<file path="src/rtl/vram_scanline_fetcher.sv">
// vram_scanline_fetcher
//   Video-side VRAM client. Walks a scanline of word addresses into the 32-bit VRAM
//   read port, buffers the returned words in a small prefetch FIFO and serialises each
//   word into four 8bpp pixel indices (byte 0 = leftmost), paced by pixel_en_i.
//   Read latency: issue decision -> vram_addr_o (1 edge) -> VRAM samples (1 edge) ->
//   data pushed into the FIFO (1 edge), so a line's first word is poppable on the
//   fourth cycle after line_start_i.
//   Optional build macro: VRAM_FETCH_PIXEL_DOUBLE_EN (2x horizontal pixel doubling).

module vram_scanline_fetcher #(
    parameter int ADDR_W     = 15,
    parameter int LINE_WORDS = 80,
    parameter int FIFO_DEPTH = 4
) (
    input  logic              wb_clk_i,
    input  logic              wb_reset_i,
    input  logic              frame_start_i,
    input  logic              line_start_i,
    input  logic              pixel_en_i,
    input  logic [ADDR_W-1:0] base_addr_i,
    output logic [ADDR_W-1:0] vram_addr_o,
    input  logic [31:0]       vram_data_i,
    output logic [7:0]        pixel_o,
    output logic              pixel_valid_o,
    output logic              underflow_o
);

    localparam int PTR_W = $clog2(FIFO_DEPTH);
    localparam int CNT_W = PTR_W + 1;
    localparam int WL_W  = $clog2(LINE_WORDS + 1);

    localparam logic [1:0] ST_IDLE  = 2'd0;
    localparam logic [1:0] ST_FETCH = 2'd1;
    localparam logic [1:0] ST_DRAIN = 2'd2;

    logic [1:0]        state;
    logic [ADDR_W-1:0] row_addr;
    logic [ADDR_W-1:0] fetch_addr;
    logic [ADDR_W-1:0] line_base;
    logic [WL_W-1:0]   words_left;

    // rd_addr_q: an issued address is on vram_addr_o; rd_data_q: its data is on vram_data_i.
    logic              rd_addr_q;
    logic              rd_data_q;

    logic [31:0]       fifo_mem [FIFO_DEPTH];
    logic [PTR_W-1:0]  wr_ptr;
    logic [PTR_W-1:0]  rd_ptr;
    logic [CNT_W-1:0]  count;
    logic [CNT_W:0]    occupancy;
    logic [31:0]       head_word;
    logic [1:0]        sub;

    logic              flush;
    logic              fifo_empty;
    logic              issue;
    logic              push;
    logic              emit;
    logic              byte_done;
    logic              pop;

    // Datapath decisions for this cycle: issue, push, pixel emit and pop.
    // NOTE: every always_comb output is assigned unconditionally so no latch can be inferred.
    always_comb begin
        line_base  = frame_start_i ? base_addr_i : row_addr;
        flush      = frame_start_i | line_start_i;
        fifo_empty = (count == '0);
        occupancy  = (CNT_W+1)'(count) + (CNT_W+1)'(rd_addr_q) + (CNT_W+1)'(rd_data_q);
        issue      = (state == ST_FETCH) && (words_left != '0) && !flush &&
                     (occupancy < (CNT_W+1)'(FIFO_DEPTH));
        push       = rd_data_q;
        head_word  = fifo_mem[rd_ptr];
        emit       = pixel_en_i && !fifo_empty;
        pop        = emit && byte_done && (sub == 2'd3);
    end

`ifdef VRAM_FETCH_PIXEL_DOUBLE_EN
    logic phase;

    // Each byte is shown for two strobes; the second strobe advances to the next byte.
    always_ff @(posedge wb_clk_i) begin
        if (!wb_reset_i || line_start_i) begin
            phase <= 1'b0;
        end else if (emit) begin
            phase <= ~phase;
        end
    end

    assign byte_done = phase;
`else
    assign byte_done = 1'b1;
`endif

    // Line/frame sequencing, address generation and the IDLE/FETCH/DRAIN state machine.
    // NOTE: sequential state uses non-blocking assignments so all registers update together.
    always_ff @(posedge wb_clk_i) begin
        if (!wb_reset_i) begin
            state       <= ST_IDLE;
            row_addr    <= '0;
            fetch_addr  <= '0;
            words_left  <= '0;
            vram_addr_o <= '0;
        end else if (line_start_i) begin
            state      <= ST_FETCH;
            fetch_addr <= line_base;
            row_addr   <= line_base + ADDR_W'(LINE_WORDS);
            words_left <= WL_W'(LINE_WORDS);
        end else if (frame_start_i) begin
            state    <= ST_IDLE;
            row_addr <= base_addr_i;
        end else begin
            if (issue) begin
                vram_addr_o <= fetch_addr;
                fetch_addr  <= fetch_addr + ADDR_W'(1);
                words_left  <= words_left - WL_W'(1);
            end
            case (state)
                ST_FETCH: begin
                    if ((words_left == '0) || (issue && (words_left == WL_W'(1)))) begin
                        state <= ST_DRAIN;
                    end
                end
                ST_DRAIN: begin
                    if (fifo_empty && !rd_addr_q && !rd_data_q) begin
                        state <= ST_IDLE;
                    end
                end
                default: state <= ST_IDLE;
            endcase
        end
    end

    // Follow each read through the VRAM pipeline; a flush discards reads still in flight.
    always_ff @(posedge wb_clk_i) begin
        if (!wb_reset_i || flush) begin
            rd_addr_q <= 1'b0;
            rd_data_q <= 1'b0;
        end else begin
            rd_addr_q <= issue;
            rd_data_q <= rd_addr_q;
        end
    end

    // FIFO pointers and occupancy; the issue rule guarantees a push never meets a full FIFO.
    always_ff @(posedge wb_clk_i) begin
        if (!wb_reset_i || flush) begin
            wr_ptr <= '0;
            rd_ptr <= '0;
            count  <= '0;
        end else begin
            if (push) begin
                wr_ptr <= wr_ptr + PTR_W'(1);
            end
            if (pop) begin
                rd_ptr <= rd_ptr + PTR_W'(1);
            end
            case ({push, pop})
                2'b10:   count <= count + CNT_W'(1);
                2'b01:   count <= count - CNT_W'(1);
                default: count <= count;
            endcase
        end
    end

    // FIFO storage.
    // NOTE: storage has no reset; the pointers and count alone decide which entries are valid.
    always_ff @(posedge wb_clk_i) begin
        if (push) begin
            fifo_mem[wr_ptr] <= vram_data_i;
        end
    end

    // Pixel serialiser: one byte per strobe, sticky underflow when the line runs dry.
    always_ff @(posedge wb_clk_i) begin
        if (!wb_reset_i) begin
            pixel_o       <= 8'h00;
            pixel_valid_o <= 1'b0;
            underflow_o   <= 1'b0;
            sub           <= 2'd0;
        end else begin
            pixel_valid_o <= 1'b0;
            if (pixel_en_i) begin
                if (!fifo_empty) begin
                    pixel_o       <= head_word[{sub, 3'b000} +: 8];
                    pixel_valid_o <= 1'b1;
                end else begin
                    pixel_o <= 8'h00;
                    if (state != ST_IDLE) begin
                        underflow_o <= 1'b1;
                    end
                end
            end
            if (flush) begin
                sub <= 2'd0;
            end else if (emit && byte_done) begin
                sub <= sub + 2'd1;
            end
            if (frame_start_i) begin
                underflow_o <= 1'b0;
            end
        end
    end

endmodule

</file>
<file path="config.mk">
export PLATFORM = sky130hd
export DESIGN_NAME = vram_scanline_fetcher
export DESIGN_NICKNAME = d
export VERILOG_FILES = /design/src/rtl/vram_scanline_fetcher.sv
export SDC_FILE = /design/constraint.sdc
export NUM_CORES = 1
export LEC_CHECK = 0
export ABC_AREA = 1
export CAP_MARGIN = 30
export CORE_UTILIZATION = 55
export DETAILED_ROUTE_END_ITERATION = 8
export GPL_ROUTABILITY_DRIVEN = 1
export HOLD_SLACK_MARGIN = 0.06
export PLACE_DENSITY = 0.87
export SLEW_MARGIN = 20
export SYNTH_ARGS = -nofsm -noshare
export SYNTH_HDL_FRONTEND = slang
export SYNTH_SLANG_ARGS = --single-unit
export TNS_END_PERCENT = 10
</file>
<file path="constraint.sdc">
create_clock -name wb_clk_i -period 2.4 [get_ports wb_clk_i]
set_input_delay 0.24 -clock wb_clk_i [delete_from_list [all_inputs] [get_ports wb_clk_i]]
set_output_delay 0.24 -clock wb_clk_i [all_outputs]
set_load 0.01 [all_outputs]
</file>
==> metrics.txt <==
fin. max-slew vios 0; root buf cell clkbuf_16; worst slew pin tran 0.721 ns; H-tree level count 1; Fillers 1174; TritonRoute pass-1 iters 5; Pleak 4.14 nW; worst vdd ir just over 500 uV; pwr/cell area 679 mW/mm^2; Diodes inserted 0; pin count of the biggest net entering global routing 61; CP required 2.84 ns; GRT overflow 0; status completed; Cell Area, Synth just over 0.009 mm^2; WP data arrival 2.57 ns; wl on met1 ~7700 um; critical path fanouts, max 5; register area share after synthesis 0.587; most frequent cells in the layout nand2_1, inv_1, edfxtp_1; initial antenna violation count 0; Worst Hold Class in2reg; endpoint type of the worst setup path flop; WL/cell 15.9 um; # nets final 1111; Async SR Flop Fraction 0; setup_tns 0 ns; FP Rows 46; setup violators final 0; RSZ-0062 raised after global routing no; met2 routed wirelength 10600 um; # Post-CTS Setup Buffers 0; Synth cell types 45; Post-Route Skew between 0.015 and 0.02 ns; dpl hpwl 12800 um; average size of a mapped cell between 9 and 10 um^2; main flop type after synthesis edfxtp_1; total number of vias 6912; fin crit period about 2.1 ns; Layout area overhead 17.5%; max layer used met4; CP Class reg2reg; CTS sink count between 200 and 250; initial DRC count 558; Max Cap Violations 0; vias in the first global route 6828; Die Span Y 131 um; Core Util, Final 0.671; Initial Utilization 0.571; routability cong. 0.874; Final Hold Fails 0; register bit count reported by yosys 205; Clk Latency, worst-skew pair approximately 0.51 ns; Via density 5.41; core area ~0.016 mm^2; Slew headroom 0.519; commonest non-fill, non-tap cell in the layout nand2_1; CTS Buf Count 22; CTS max path bufs 3; CTS tree yes; layout cells sized above 1 0.0914; first-pass GRT wire length 33000 um; DRC violations left 0; die width 131 um; GRT Resource Usage Total 0.239; Startpoint Class flop; Ys Warns 0; I/O pins 77; Post-CTS Hold Buffers 0; Post-Synthesis Cells 971; Post-synth EDFFs 128; met3 routed WL approximately 1300 um; Routed Antenna Nets 0; Worst-path clk slew 0.06 ns; port bufs 76; Tcrit/Tclk final 0.887; Synthesized Nets 1035; CTS resizes 0; final WL about 20000 um; DIE AREA 0.0172 mm^2; maximum clock rate 470 MHz
## metrics by stage
step	power, mW	hold WS, ns	worst slack, ns	cells	cell area [um^2]
2_1_floorplan	4.12	0.339	0.468	971	9170
3_3_place_gp	4.28	0.439	0.224	1239	10100
3_5_place_dp	4.30	0.444	0.140	1239	10100
4_1_cts	7.35	0.349	0.304	1277	10800
5_1_grt	7.55	0.351	0.0658	1277	10800
6_report	7.32	0.362	0.272	1277	10800
## final timing paths
kind	depth (start not counted)	slack, ns	end	startpoint
worst max-delay path	11	0.27	count[2]	count[1]
worst min-delay path	1	0.36	fifo_mem[3][27]	vram_data_i[27]
worst min register to register	2	0.45	push	rd_addr_q
worst max register to register	11	0.27	count[2]	count[1]
## synthesized netlist by cell type (5+ instances only)
cell	count	area share
edfxtp_1	128	0.42
nor2_1	63	0.026
a21oi_1	63	0.034
nand3_1	78	0.043
nor2_2	10	0.0068
buf_2	16	0.0087
nand4_1	8	0.0055
o21ai_0	56	0.031
nand2_2	13	0.0089
o211ai_1	35	0.029
ha_1	11	0.015
buf_6	7	0.0086
clkbuf_1	17	0.0070
xor2_1	7	0.0067
inv_1	128	0.052
nand2_1	202	0.083
inv_2	5	0.0020
dfxtp_1	77	0.17
## layer usage
| metal | vias up | GRT usage |
|---|---|---|
| li1 | 3374 | - |
| met2 | 280 | 0.445 |
| met1 | 3202 | 0.275 |
| met4 | 0 | 0.0908 |
| met3 | 56 | 0.0363 |
| met5 | - | 0 |
## cells by family (layout without fill, tap and decap cells)
| logic type | Yosys count | count (layout) | share of synthesized area |
|---|---|---|---|
| DFF | 205 | 205 | 0.587 |
| xor gates and xnor gates | 8 | 8 | 0.00764 |
| and+or+nand+nor | 391 | 391 | 0.189 |
| adders and majority gates | 12 | 12 | 0.0172 |
| muxes | 1 | 1 | 0.00109 |
| buffers and inverters | 178 | 268 | 0.0841 |
| AOI/OAI and AO/OA | 176 | 176 | 0.114 |
## power by group
group | leakage (nW) | total [mW] | switching (mW) | internal [mW]
Combinational | 2.05 | 0.410 | 0.229 | 0.180
Sequential | 1.78 | 3.82 | 0.0355 | 3.78
Clock | 0.315 | 3.09 | 1.30 | 1.79
## registers in the layout (all words and copies together), names as in the netlist, named ones only
| register | cells |
|---|---|
| count | 3 |
| fetch_addr | 15 |
| fifo_mem | 128 |
| pixel_o | 8 |
| pixel_valid_o | 1 |
| push | 1 |
| rd_addr_q | 1 |
| rd_ptr | 2 |
| row_addr | 15 |
| state | 2 |
| sub | 2 |
| underflow_o | 1 |
| vram_addr_o | 15 |
| words_left | 7 |
| wr_ptr | 2 |
## layout make-up
class,count,area (um^2),area share
Tap cell,216,270,0.0251
Multi-Input combinational cell,588,3010,0.280
Clock buffer,27,569,0.0529
Timing Repair Buffer,97,943,0.0876
Inverter,133,499,0.0464
Clock inverter,11,86.3,0.00802
Sequential cell,205,5390,0.500
## critical path, stage by stage, from the launching register on
cell and delay, ns:
dfxtp_1 0.45, nor3_1 0.11, inv_1 0.09, nand2_1 0.08
nor2_2 0.14, ha_1 0.17, inv_1 0.07, fa_1 0.39
a21oi_1 0.16, o21ai_0 0.13, a21oi_1 0.16, o21a_1 0.14
(Power assumes the default switching activity.)
